`src/rtl/sim_uart_receiver.sv`:
```
// rtl/sim_uart_receiver.sv - 8N1 UART receiver with receive FIFO and sticky error flags
module sim_uart_receiver #(
  parameter int ClockFrequency = 125_000_000,
  parameter int BaudRate       = 15_625_000,
  parameter int FifoDepth      = 16
) (
  input  logic       clk_i,
  input  logic       rst_i,
  input  logic       rx_i,
  output logic [7:0] data_o,
  output logic       valid_o,
  input  logic       ready_i,
  output logic       frame_err_o,
  output logic       overflow_o,
  input  logic       clear_i,
  output logic       busy_o
);

  localparam int ClksPerBit = ClockFrequency / BaudRate;
  localparam int TimerW     = $clog2(ClksPerBit);
  localparam int AddrW      = $clog2(FifoDepth);
  localparam int PtrW       = AddrW + 1;
  localparam logic [TimerW-1:0] HalfLoad = TimerW'(ClksPerBit / 2 - 1);
  localparam logic [TimerW-1:0] FullLoad = TimerW'(ClksPerBit - 1);

  generate
    if (ClksPerBit < 4) begin : g_bad_clks_per_bit
      $error("sim_uart_receiver: ClockFrequency/BaudRate must be at least 4");
    end
    if ((FifoDepth < 2) || ((FifoDepth & (FifoDepth - 1)) != 0)) begin : g_bad_fifo_depth
      $error("sim_uart_receiver: FifoDepth must be a power of two and at least 2");
    end
  endgenerate

  typedef enum logic [1:0] {IDLE, START, DATA, STOP} state_t;

  state_t            state, state_nxt;
  logic              rx_meta, rx_s;
  logic [1:0]        flush_sr;
  logic              armed;
  logic [TimerW-1:0] timer;
  logic [2:0]        bit_idx;
  logic [7:0]        shreg;
  logic              break_wait;
  logic              bit_tick;
  logic              push, frame_evt;

  logic [7:0]        mem [FifoDepth];
  logic [PtrW-1:0]   wr_ptr, rd_ptr;
  logic              empty, full, pop, wr_en, ovf_evt;

  assign bit_tick = (timer == '0);

  // Two-flop synchronizer; armed only once the flushed line has been seen idle high
  always_ff @(posedge clk_i or posedge rst_i) begin
    if (rst_i) begin
      rx_meta  <= 1'b1;
      rx_s     <= 1'b1;
      flush_sr <= 2'b00;
      armed    <= 1'b0;
    end else begin
      rx_meta  <= rx_i;
      rx_s     <= rx_meta;
      flush_sr <= {flush_sr[0], 1'b1};
      armed    <= armed | (flush_sr[1] & rx_s);
    end
  end

  // FSM state register
  always_ff @(posedge clk_i or posedge rst_i) begin
    if (rst_i) state <= IDLE;
    else       state <= state_nxt;
  end

  // FSM next-state logic
  always_comb begin
    state_nxt = state;
    case (state)
      IDLE:    if (armed && !rx_s) state_nxt = START;
      START:   if (bit_tick) state_nxt = rx_s ? IDLE : DATA;
      DATA:    if (bit_tick && bit_idx == 3'd7) state_nxt = STOP;
      STOP:    if (bit_tick && rx_s) state_nxt = IDLE;
      default: state_nxt = IDLE;
    endcase
  end

  // FSM outputs: push a good byte or flag a framing error exactly once per frame
  always_comb begin
    push      = 1'b0;
    frame_evt = 1'b0;
    busy_o    = (state != IDLE);
    if (state == STOP && bit_tick && !break_wait) begin
      push      = rx_s;
      frame_evt = !rx_s;
    end
  end

  // Bit timer, bit index, shift register and break-wait tracking
  always_ff @(posedge clk_i or posedge rst_i) begin
    if (rst_i) begin
      timer      <= '0;
      bit_idx    <= '0;
      shreg      <= '0;
      break_wait <= 1'b0;
    end else begin
      case (state)
        IDLE: begin
          break_wait <= 1'b0;
          if (armed && !rx_s) timer <= HalfLoad;
        end
        START: begin
          if (!bit_tick) timer <= timer - TimerW'(1);
          else if (!rx_s) begin
            timer   <= FullLoad;
            bit_idx <= 3'd0;
          end
        end
        DATA: begin
          if (!bit_tick) timer <= timer - TimerW'(1);
          else begin
            shreg[bit_idx] <= rx_s;
            timer          <= FullLoad;
            bit_idx        <= bit_idx + 3'd1;
          end
        end
        STOP: begin
          if (!bit_tick) timer <= timer - TimerW'(1);
          else if (!rx_s) break_wait <= 1'b1;
        end
        default: timer <= '0;
      endcase
    end
  end

  assign empty   = (wr_ptr == rd_ptr);
  assign full    = (wr_ptr[AddrW] != rd_ptr[AddrW]) &&
                   (wr_ptr[AddrW-1:0] == rd_ptr[AddrW-1:0]);
  assign valid_o = !empty;
  assign pop     = valid_o & ready_i;
  assign wr_en   = push & (!full | pop);
  assign ovf_evt = push & full & !pop;
  assign data_o  = valid_o ? mem[rd_ptr[AddrW-1:0]] : 8'h00;

  // FIFO storage; on full with a simultaneous pop the popped slot is reused
  always_ff @(posedge clk_i) begin
    if (wr_en) mem[wr_ptr[AddrW-1:0]] <= shreg;
  end

  // FIFO pointers with wrap bit
  always_ff @(posedge clk_i or posedge rst_i) begin
    if (rst_i) begin
      wr_ptr <= '0;
      rd_ptr <= '0;
    end else begin
      if (wr_en) wr_ptr <= wr_ptr + PtrW'(1);
      if (pop)   rd_ptr <= rd_ptr + PtrW'(1);
    end
  end

  // Sticky status flags; a new event beats a same-cycle clear
  always_ff @(posedge clk_i or posedge rst_i) begin
    if (rst_i) begin
      frame_err_o <= 1'b0;
      overflow_o  <= 1'b0;
    end else begin
      frame_err_o <= (frame_err_o & !clear_i) | frame_evt;
      overflow_o  <= (overflow_o & !clear_i) | ovf_evt;
    end
  end

endmodule
```
`config.mk`:
```
export PLATFORM = sky130hd
export DESIGN_NAME = sim_uart_receiver
export DESIGN_NICKNAME = d
export VERILOG_FILES = /design/src/rtl/sim_uart_receiver.sv
export SDC_FILE = /design/constraint.sdc
export NUM_CORES = 1
export LEC_CHECK = 0
export ABC_AREA = 1
export BUFFER_PORTS_ARGS = -buffer_cell sky130_fd_sc_hd__buf_2
export CAP_MARGIN = 20
export CORE_MARGIN = 2
export CORE_UTILIZATION = 25
export CTS_CLUSTER_DIAMETER = 150
export DETAILED_ROUTE_END_ITERATION = 6
export PLACE_DENSITY = 0.47
export SLEW_MARGIN = 20
export SYNTH_ARGS = -nofsm -noshare
export SYNTH_HDL_FRONTEND = slang
export SYNTH_SLANG_ARGS = --single-unit
```
`constraint.sdc`:
```
create_clock -name clk_i -period 2.4 [get_ports clk_i]
set_input_delay 0.48 -clock clk_i [delete_from_list [all_inputs] [get_ports clk_i]]
set_output_delay 0.48 -clock clk_i [all_outputs]
set_load 0.02 [all_outputs]
```
# Word-level counts from Yosys, hierarchy flattened
# Memory sizes are Yosys's and may differ from the RTL's.
# Cells that the tools add are included.
# word_totals
regBits	34
ramBits	128
in_bits	5
word_cells	98
memories	1
# op_classes
add_sub_neg	4
magnitude_cmp	2
n_eq_ne	17
mux	27
bitwise	11
n_reduce_logical	23
# mem_list
memory	words	width	rd	rd_ports_with_merged_regs	wr	line_no	rtl
mem	16	8	1	0	1	48	logic [7:0] mem [FifoDepth];
# ops
cell	n
2-to-1 mux 3 bit	8
!= test 2 bit (second input constant)	9
one-hot mux 3 bit (4 select lines)	1
adder 5 x 1 -> 5 bit (second input constant)	2
2-to-1 mux 2 bit	5
bitwise mux 8 bit	1
2-to-1 mux 8 bit	1
one-hot mux 2 bit (4 select lines)	1
AND reduction 4 bit	2
AND 1 bit	7
logical AND 1 bit	7
2-to-1 mux 1 bit	7
zero test 1 bit	6
one-hot mux 3 bit (2 select lines)	1
AND reduction 3 bit	2
nonzero test 2 bit	3
equality test 5 bit	1
equality test 2 bit (second input constant)	2
equality test 4 bit	1
< comparator 3 x 4 -> 1 bit (second input constant)	1
bitwise OR 1 bit	4
adder 3 x 1 -> 3 bit (second input constant)	1
demux 1 bit (select 3 bit)	1
equality test 3 bit (second input constant)	1
9 further kinds	9

# Logic depth before layout (Yosys ltp)
# Gate-level depths: netlist of the first run.
# depth
depth_word	7
mapped_depth	10
ltp_nobuf	10

# Worst setup path after synthesis of the first run
# Ideal clock, no wire load.
# synth_timing
path_type	flip-flop to flip-flop
from	register state[0]
to	memory mem[10][0] (enable)
setup_ns	0.383
t_arrival_ns	1.851
setup_slack_ns	0.166
stages_incl_launch_ff	9
n_path_buf	1
period_less_slack_ns	2.234
path_cell_list	dfrtp_1 ha_1 inv_1 nor2_2 nand2_1 nor2_2 nand2_2 buf_4 nor3_1
# synth_between
elab_chain_cells	7
# synth_rtl
element	line_no	rtl
start, declared	37	state_t state, state_nxt;
start signal, assigned	72	else state <= state_nxt;
equality test 2 bit	92	if (state == STOP && bit_tick && !break_wait) begin
logical AND 1 bit (2 in series)	92	
2-to-1 mux 1 bit	92	
AND 1 bit	140	assign wr_en = push & (!full | pop);
2-to-1 mux 1 bit	146	if (wr_en) mem[wr_ptr[AddrW-1:0]] <= shreg;
2-to-1 mux 1 bit (implied by the code)	146	
end, declared	48	
# No other way between the ends.

# Worst setup path after layout of the first run
# layout_timing
from	register rd_ptr[0]
to	output data_o[1]
# layout_between
elab_chain_cells	2
word_cells_on_any_way	3
classes_between	eq/ne (1); mux (1); memory (1)
# layout_rtl
element	line_no	rtl
start, declared	49	logic [PtrW-1:0] wr_ptr, rd_ptr;
start signal, assigned	156	if (pop) rd_ptr <= rd_ptr + PtrW'(1);
memory read (16 x 8 bit) or equality test 5 bit (tied branches)	n/a	
2-to-1 mux 8 bit *	142	assign data_o = valid_o ? mem[rd_ptr[AddrW-1:0]] : 8'h00;
end, declared	10	output logic [7:0] data_o,
# Every way passes the cells marked *; elsewhere a longest branch is shown, timed or not.

==> results of run 1 <==
repair_timing:
item / 4_1_cts / 5_1_grt
buffers inserted: 3 / 0
cloned: 4 / 0
resized for setup: 46 / 5
pin swaps: 4 / 2
endpoints found under the setup margin: 8 / 114
state kept, by name (all words and copies together), names as in the netlist, named ones only:
signal	count
flush_sr	2
wr_ptr	5
overflow_o	1
mem	128
frame_err_o	1
shreg	8
state	1
rd_ptr	5
rx_s	1
rx_meta	1
break_wait	1
timer	3
armed	1
bit_idx	3
worst paths after layout:
check | cells past startpoint | startpoint | slack (ps) | to
min in group clk_i | 1 | rx_i | 150 | rx_meta$_DFF_PP1_
max in group asynchronous | 3 | rst_i | 1890 | rd_ptr[2]$_DFFE_PP0P_
min | 3 | rst_i | 150 | timer[0]$_DFFE_PP0P_
max | 9 | rd_ptr[0]$_DFFE_PP0P_ | -10 | data_o[1]
max reg2reg | 9 | timer[0]$_DFFE_PP0P_ | 230 | mem[0][4]$_DFFE_PP_
min reg2reg | 0 | flush_sr[0]$_DFF_PP0_ | 350 | flush_sr[1]$_DFF_PP0_
logic make-up (layout without fill, tap and decap cells):
group,count (synthesis),after routing
other cells,1,1
fa+ha+maj,14,14
buf+inv,154,209
compound gates,44,44
flops,162,162
xor+xnor,8,8
simple gates,392,392
power by group through the flow:
stage / sequential [mW] / clock (mW) / combinational (mW)
3_3_place_gp: 3.60 / 0 / 3.41
5_1_grt: 3.58 / 3.06 / 4.57
3_5_place_dp: 3.61 / 0 / 3.40
2_1_floorplan: 3.46 / 0 / 2.32
6_report: 3.55 / 2.87 / 4.12
4_1_cts: 3.56 / 2.95 / 4.13
through the flow:
stage,setup slack [ps],total power [mW]
final,-14.1,10.5
after global routing,-123,11.2
after CTS,-24.7,10.6
after detailed placement,148,7.01
after global placement,165,7.02
after floorplan,166,5.78
final cells by class:
cell class	count	area (sq um)
fill	3017	20300
sequential	162	4700
multi-input combinational	459	2230
timing repair buffer	50	538
tap	390	488
inverter	127	487
clock buffer	18	429
clock inverter	14	190
cells in the final DEF, fill, tap and decap left out, types with 2 or more instances in the layout:
cell        instances
a21oi_1             7
a21oi_2             8
a31oi_1             6
buf_12              7
buf_16              4
buf_2               8
buf_4              27
buf_6               4
bufinv_16           3
clkbuf_16          17
clkinv_1            2
clkinvlp_4          2
dfrtp_1            28
dfrtp_2             4
dfstp_2             2
edfxtp_1          128
ha_1               14
inv_1             119
inv_2               3
inv_4               2
inv_6               5
inv_8               4
nand2_1           273
nand2_2             3
nand3_1            61
nand3_2            14
nand4_1             3
nor2_1             17
nor2_2              4
nor2_4              2
nor3_1             13
o21ai_0            16
o21ai_1             2
o22ai_1             4
xnor2_1             2
xor2_1              6
routing by layer:
metal,GRT usage [%],wire [um]
met1,17.7,9030
met2,19.0,8000
met3,2.56,782
met4,3.62,238
met5,0,0
worst reg2reg max path: stages, from the launching register on:
cell and delay (ps):
dfrtp_1 370, inv_1 90, ha_1 180, nand2_1 120, nor2_2 140, nand2_1 100, nor2_2 210, nand2_4 220
nor3_1 230, buf_4 210
==> results.md, run 1 <==
* Status: finished, violations left
* Violated checks: negative setup slack
* RePlAce Congestion at 0.784
* Starting Density at 25.2%
* Layout area overhead at 22.2%
* Final Instance Area at 9060 sq um
* TritonCTS Buffers at 17
* Synth Net Count at 794
* Placed wire-length estimate at 11300 um
* WL/cell at 14.8 um
* CTS tree: done
* # rows at 63
* DRC Markers at 0
* H-tree depth at 4
* Mean post-synth cell area at 9.57 sq um
* Arr. time, crit path at 1930 ps
* Vias at 5022
* Max incr delay on CP at 460 ps
* Horiz. Die Dim at 176 um
* Max rail drop VDD at 0.000604 V
* PwrDens at 1160 nW/um^2
* Worst Setup Slack, final at -14.1 ps
* # IOs at 17
* Delay-heaviest family, CP: flip-flops
* Slew HR at 43.1%
* Synth Area in Simple Gates at 21.8%
* Leakage power at 3.93 nW
* Layout cells sized above 1 at 15.2%
* Max_cap viols at 0
* Worst-path clk slew at 70 ps
* Cell internal pwr at 6.50 mW
* Mapped Cells at 775
* Final #Nets at 836
* Final cycle utilization of the critical path at 101%
* Antenna violations before repair at 0
* Gr usage total at 12.4%
* Synth cell count leaders: 275 x nand2_1, 128 x edfxtp_1, 119 x inv_1
* Placed cell areas at 8110 sq um
* Xor/xnor cell area share of the yosys netlist at 0.945%
* Worst endpoint required time at 1920 ps
* First-pass GRT wire length at 28700 um
* Clock Latency Late Sink at 430 ps
* Combinational Power Share at 39.1%
* Routed WL at 18000 um
* Critical path peak fanout at 53
* Clock Tree Root: clkbuf_16
* Largest family of logic cells by synthesized area: simple AND/OR/NAND/NOR gates
* Crit path launch type: register
* Post-CTS Hold Fix Bufs at 0
* Die height at 176 um
* Reg power frac at 33.7%
* Async SR Flop Fraction at 21.0%
* Compound-Gate Fraction of Synth Area at 3.17%
* Worst hold-check path type: in2async
* Psw at 4.04 mW
* Ys Warns at 0
* Worst Clk Skew at 10.3 ps
* Unique masters post-synth at 29
* Die area at 31100 sq um
* Synth top area share at 51.8%
* Total Neg Setup Slack at -17.0 ps
* Fin. Hold Viols at 0
* Critical path buffer and inverter count at 3
* Post-synth EDFFs at 128
* Register area share after synthesis at 63.3%
* Leading area contributor after synthesis: edfxtp_1
* Worst-margin pin slew at 853 ps
* Fin crit period at 2410 ps
* Post-Place Cells at 1181
* Clock share of power at 27.2%
* Sinks on Clock Net at 162
* Top post-synthesis cells by area: edfxtp_1 52%, nand2_1 14%, dfrtp_1 11%
* Final slew viol count at 0
* Drt pass-1 iters at 5
* Final Core Density at 30.8%
* Synth Area in Adders at 2.36%
* Crit-path cells: buf_12 -> nand2_1 -> nand3_1 -> nand2_1 -> nand2_1 -> nand2_1 -> inv_1 -> a21oi_2 -> buf_4
* Crit path capture type: output pin
* Hold slack final at 149 ps
* Most common cell in the netlist: nand2_1
* Post-synth top flop: edfxtp_1
* CP Class: reg2out
* Achievable Freq at 414 MHz
* Post-route antenna net violation count at 0
* Vias in the first global route at 4922
* Final non-filler cell total at 1220
* N_diodes at 0
* Core area at 29400 sq um
* Post-Syn Area at 7410 sq um
* Net Sw Frac at 38.3%
* Final setup vio count at 2
* Yosys reg bits at 162
* GR Overflow Total at 0
* IO Port Bufs at 16
* Vias/cell at 4.12
* Drt initial violations at 324
* Largest net degree at the start of global routing at 54
* Mux share of post-synthesis cell area at 0%
* CP dominant cell by count: nand2_1
* Critical path's slowest cell: dfrtp_2
* Max clock buf depth at 2
* Unrepaired setup endpoints after global routing: true
Power figures use the tool's default switching activity.
==> inputs of run 2 (changes only) <==
--- a/config.mk
+++ b/config.mk
@@ -12,7 +12,6 @@
 export CORE_UTILIZATION = 25
 export CTS_CLUSTER_DIAMETER = 150
 export DETAILED_ROUTE_END_ITERATION = 6
-export PLACE_DENSITY = 0.47
 export SLEW_MARGIN = 20
 export SYNTH_ARGS = -nofsm -noshare
 export SYNTH_HDL_FRONTEND = slang
==> results.md, run 2 (synthesized netlist as in run 1, its figures left out) <==
* Status: finished, violations left (unchanged)
* Violated checks: negative setup slack (unchanged)
* CP dominant cell by count: inv_8 (was nand2_1)
* Core area at 29400 sq um (unchanged)
* Starting Density at 25.2% (unchanged)
* Sinks on Clock Net at 162 (unchanged)
* DP Worst Slack at 184 ps (was 148 ps)
* Max reg flops at 128 (unchanged)
* Achievable Freq at 415 MHz (was 414 MHz)
* Final #Nets at 837 (was 836)
* Layout cells sized above 1 at 14.9% (was 15.2%)
* Worst Setup Slack, final at -11.1 ps (was -14.1 ps)
* Final Core Density at 30.6% (was 30.8%)
* Critical path peak fanout at 8 (was 53)
* Final slew viol count at 0 (unchanged)
* Vias/cell at 4.25 (was 4.12)
* Max clock buf depth at 2 (unchanged)
* Routed WL at 17600 um (was 18000 um)
* Final cycle utilization of the critical path at 100% (was 101%)
* TritonCTS Buffers at 17 (unchanged)
* Crit path capture type: output pin (unchanged)
* Fin crit period at 2410 ps (about the same)
* Max rail drop VDD at 0.000430 V (was 0.000604 V)
* Max_cap viols at 0 (unchanged)
* Largest net degree at the start of global routing at 38 (was 54)
* WL/cell at 14.4 um (was 14.8 um)
* Commonest cells after routing, fill and taps aside: 268 x nand2_1, 128 x edfxtp_1, 118 x inv_1 (was 273 x nand2_1, 128 x edfxtp_1, 119 x inv_1)
* Net Sw Frac at 38.7% (was 38.3%)
* Critical path buffer and inverter count at 4 (was 3)
* Combinational Power Share at 39.7% (was 39.1%)
* H-tree depth at 4 (unchanged)
* PwrDens at 1160 nW/um^2 (about the same)
* Worst hold-check path type: in2async (unchanged)
* Fin. Hold Viols at 0 (unchanged)
* Horiz. Die Dim at 176 um (unchanged)
* Max incr delay on CP at 480 ps (was 460 ps)
* Slew HR at 45.5% (was 43.1%)
* Clock Tree Root: clkbuf_16 (unchanged)
* Unrepaired setup endpoints after global routing: true (unchanged)
* Post-route antenna net violation count at 0 (unchanged)
* Layout area overhead at 21.5% (was 22.2%)
* # rows at 63 (unchanged)
* # IOs at 17 (unchanged)
* Most common cell after layout, fill and taps aside: nand2_1 (unchanged)
* Final setup vio count at 4 (was 2)
* Antenna violations before repair at 1 (was 0)
* CTS tree: done (unchanged)
* Reg power frac at 33.9% (was 33.7%)
* Critical path's slowest cell: dfrtp_2 (unchanged)
* IO Port Bufs at 16 (unchanged)
* RePlAce Congestion at 0.799 (was 0.784)
* Placed wire-length estimate at 11000 um (was 11300 um)
* Clock share of power at 26.4% (was 27.2%)
* Gr usage total at 11.9% (was 12.4%)
* Leakage power at 3.90 nW (was 3.93 nW)
* Worst-path clk slew at 70 ps (about the same)
* Post-Place Cells at 1181 (unchanged)
* Final Instance Area at 9010 sq um (was 9060 sq um)
* Worst endpoint required time at 1920 ps (about the same)
* CP Class: reg2out (unchanged)
* Worst Clk Skew at 10.0 ps (was 10.3 ps)
* Vias at 5191 (was 5022)
* Total Neg Setup Slack at -35.5 ps (was -17.0 ps)
* Crit-path cells: inv_8 -> buf_6 -> nand2_1 -> nand2_2 -> nor2_4 -> nand3_4 -> inv_8 -> a21oi_2 -> buf_4 (was buf_12 -> nand2_1 -> nand3_1 -> nand2_1 -> nand2_1 -> nand2_1 -> inv_1 -> a21oi_2 -> buf_4)
* Drt initial violations at 496 (was 324)
* Clock Latency Late Sink at 430 ps (about the same)
* Arr. time, crit path at 1930 ps (about the same)
* Delay-heaviest family, CP: buffers and inverters (was flip-flops)
* Worst-margin pin slew at 817 ps (was 853 ps)
* Die height at 176 um (unchanged)
* Final non-filler cell total at 1222 (was 1220)
* Placed cell areas at 8110 sq um (unchanged)
* Drt pass-1 iters at 5 (unchanged)
* Psw at 4.04 mW (about the same)
* Fill cell total of the finished layout at 2979 (was 3017)
* GR Overflow Total at 0 (unchanged)
* First-pass GRT wire length at 28000 um (was 28700 um)
* Cell internal pwr at 6.41 mW (was 6.50 mW)
* Crit path launch type: register (unchanged)
* Post-CTS Hold Fix Bufs at 0 (unchanged)
* Final Power at 10.5 mW (about the same)
* Die area at 31100 sq um (unchanged)
* DRC Markers at 0 (unchanged)
* Hold slack final at 142 ps (was 149 ps)
* Vias in the first global route at 5018 (was 4922)
[run 2: area by class of cell]
type | count | area [sq um] | share of cell area (%)
clock inverter | 14 | 166 | 1.85
antenna | 1 | 2.50 | 0.0278
inverter | 127 | 492 | 5.46
tap | 390 | 488 | 5.42
multi-input combinational | 459 | 2220 | 24.6
timing repair buffer | 51 | 513 | 5.69
sequential | 162 | 4700 | 52.2
clock buffer | 18 | 429 | 4.76
[run 2: power by group through the flow]
| stage | Clock (mW) | Sequential, mW | Combinational, mW |
|---|---|---|---|
| 2_1_floorplan | 0 | 3.46 | 2.32 |
| 3_3_place_gp | 0 | 3.58 | 3.38 |
| 3_5_place_dp | 0 | 3.59 | 3.41 |
| 4_1_cts | 2.81 | 3.54 | 3.99 |
| 5_1_grt | 2.93 | 3.57 | 4.60 |
| 6_report | 2.76 | 3.54 | 4.15 |
[run 2: worst register-to-register path, stage by stage (launching register included)]
cell,delay (ps)
dfrtp_1,370
inv_1,100
ha_1,180
nand2_1,120
nor2_2,140
nand2_1,100
nor2_2,180
nand2_4,200
nor3_1,220
buf_4,210
[run 2: repair_timing]
| action | 4_1_cts | 5_1_grt |
|---|---|---|
| pin swaps | 7 | 2 |
| endpoints found under the setup margin | 9 | 80 |
| buffers inserted | 4 | 1 |
| cloned | 2 | 1 |
| gates resized for setup | 47 | 8 |
[run 2: final timing paths]
kind	startpoint	end	slack [ps]	depth (start not counted)
max	rd_ptr[0]$_DFFE_PP0P_	data_o[5]	-10	9
min	rst_i	overflow_o$_DFF_PP0_	140	3
max reg2reg	timer[0]$_DFFE_PP0P_	mem[0][7]$_DFFE_PP_	290	9
min reg2reg	flush_sr[0]$_DFF_PP0_	flush_sr[1]$_DFF_PP0_	340	0
max in group asynchronous	rst_i	wr_ptr[2]$_DFFE_PP0P_	1910	3
min in group clk_i	rx_i	rx_meta$_DFF_PP1_	150	1
[run 2: metal layers]
metal	up-vias	wire, um	track usage [%]
li1	2573	-	-
met1	2435	8170	16.3
met2	159	8060	18.9
met3	24	1060	2.61
met4	0	286	3.72
met5	-	0	0
==> inputs of run 3 (changes only) <==
--- a/config.mk
+++ b/config.mk
@@ -12,6 +12,7 @@
 export CORE_UTILIZATION = 25
 export CTS_CLUSTER_DIAMETER = 150
 export DETAILED_ROUTE_END_ITERATION = 6
+export SKIP_CTS_REPAIR_TIMING = 1
 export SLEW_MARGIN = 20
 export SYNTH_ARGS = -nofsm -noshare
 export SYNTH_HDL_FRONTEND = slang
==> results.md, run 3 (synthesized netlist as in run 1, its figures left out) <==
* Crit-path cells: buf_12 -> buf_6 -> nand2_1 -> nand3_1 -> nand2_1 -> nand2_1 -> nand2_1 -> inv_1 -> a21oi_2 -> buf_6 (was inv_8 -> buf_6 -> nand2_1 -> nand2_2 -> nor2_4 -> nand3_4 -> inv_8 -> a21oi_2 -> buf_4)
* Max incr delay on CP at 470 ps (was 480 ps)
* Routed WL at 18500 um (was 17600 um)
* Clock Latency Late Sink at 430 ps (about the same)
* WL/cell at 15.0 um (was 14.4 um)
* Antenna violations before repair at 1 (unchanged)
* Arr. time, crit path at 2030 ps (was 1930 ps)
* Final Instance Area at 9260 sq um (was 9010 sq um)
* Max clock buf depth at 2 (unchanged)
* Vias/cell at 4.29 (was 4.25)
* Worst hold-check path type: in2async (unchanged)
* Max reg flops at 128 (unchanged)
* Fin crit period at 2510 ps (was 2410 ps)
* CP Class: reg2out (unchanged)
* Status: finished, violations left (unchanged)
* Leakage power at 3.99 nW (was 3.90 nW)
* DRC Markers at 0 (unchanged)
* Final #Nets at 843 (was 837)
* Vias at 5265 (was 5191)
* Final non-filler cell total at 1228 (was 1222)
* Worst endpoint required time at 1920 ps (about the same)
* CP dominant cell by count: nand2_1 (was inv_8)
* Sinks on Clock Net at 162 (unchanged)
* Violated checks: negative setup slack (unchanged)
* GR Overflow Total at 0 (unchanged)
* Worst-path clk slew at 70 ps (about the same)
* Post-Place Cells at 1181 (unchanged)
* Critical path's slowest cell: dfrtp_2 (unchanged)
* Crit path launch type: register (unchanged)
* First-pass GRT wire length at 27500 um (was 28000 um)
* CTS tree: done (unchanged)
* RePlAce Congestion at 0.799 (unchanged)
* Layout cells sized above 1 at 19.4% (was 14.9%)
* Layout area overhead at 24.9% (was 21.5%)
* Die height at 176 um (unchanged)
* Clock Tree Root: clkbuf_16 (unchanged)
* # IOs at 17 (unchanged)
* H-tree depth at 4 (unchanged)
* Fin. Hold Viols at 0 (unchanged)
* Post-route antenna net violation count at 0 (unchanged)
* Placed cell areas at 8110 sq um (unchanged)
* Worst Setup Slack, final at -109 ps (was -11.1 ps)
* Slew HR at 44.7% (was 45.5%)
* Drt initial violations at 501 (was 496)
* IO Port Bufs at 16 (unchanged)
* TritonCTS Buffers at 17 (unchanged)
* Gr usage total at 11.6% (was 11.9%)
* Total Neg Setup Slack at -643 ps (was -35.5 ps)
* Final setup vio count at 8 (was 4)
* Commonest cells after routing, fill and taps aside: 248 x nand2_1, 128 x edfxtp_1, 115 x inv_1 (was 268 x nand2_1, 128 x edfxtp_1, 118 x inv_1)
* Max rail drop VDD at 0.000462 V (was 0.000430 V)
* Final slew viol count at 0 (unchanged)
* Final cycle utilization of the critical path at 105% (was 100%)
* Horiz. Die Dim at 176 um (unchanged)
* Critical path peak fanout at 8 (unchanged)
* Placed wire-length estimate at 11000 um (unchanged)
* Largest net degree at the start of global routing at 38 (unchanged)
* Max_cap viols at 0 (unchanged)
* # rows at 63 (unchanged)
* PwrDens at 1190 nW/um^2 (was 1160 nW/um^2)
* Most common cell after layout, fill and taps aside: nand2_1 (unchanged)
* DP Worst Slack at 184 ps (unchanged)
* Worst-margin pin slew at 829 ps (was 817 ps)
* Crit path capture type: output pin (unchanged)
* Unrepaired setup endpoints after global routing: true (unchanged)
* Achievable Freq at 399 MHz (was 415 MHz)
* Starting Density at 25.2% (unchanged)
* Drt pass-1 iters at 5 (unchanged)
* Core area at 29400 sq um (unchanged)
* Worst Clk Skew at 12.7 ps (was 10.0 ps)
* Vias in the first global route at 4936 (was 5018)
* Die area at 31100 sq um (unchanged)
* Final Power at 11.0 mW (was 10.5 mW)
[run 3: area by class of cell]
cell class	count	area (sq um)
fillers	2970	20100
flip-flops and latches	162	4700
multi-input cells	459	2340
repair buffers	57	636
inverters	127	497
well taps	390	488
clock buffers	18	429
clock inverters	14	166
diodes	1	2.50
[run 3: where the power goes]
part           switching, mW  internal, mW
registers              0.289          3.25
logic                   2.82          1.87
clock network           1.20          1.57
total                   4.31          6.69
[run 3: through the flow]
stage	hold WS [ps]	utilization (%)
after global placement	333	27.6
after CTS	135	29.6
final	144	31.5
after detailed placement	336	27.6
after floorplan	331	-
after global routing	134	31.5
[run 3: path summary, 6_finish.rpt]
kind / startpoint / to / depth (start not counted) / slack [ps]
setup / recovery: rd_ptr[0]$_DFFE_PP0P_ / data_o[0] / 10 / -110
hold / removal: rst_i / overflow_o$_DFF_PP0_ / 3 / 140
setup reg to reg: timer[0]$_DFFE_PP0P_ / mem[1][7]$_DFFE_PP_ / 9 / 290
hold reg to reg: flush_sr[0]$_DFF_PP0_ / flush_sr[1]$_DFF_PP0_ / 0 / 340
max in group asynchronous: rst_i / wr_ptr[2]$_DFFE_PP0P_ / 3 / 1910
min in group clk_i: rx_i / rx_meta$_DFF_PP1_ / 1 / 150
[run 3: worst max-delay path, delay by kind of cell (launching register included)]
family | cells | cell delay (ps)
flops | 1 | 470
buf+inv | 4 | 520
simple gates | 5 | 450
compound gates | 1 | 170
[run 3: routing by layer]
metal	global-route usage [%]	share of wire, %
met1	16.1	47
met2	18.3	46
met3	2.61	6.3
met4	3.37	1.0
met5	0	0
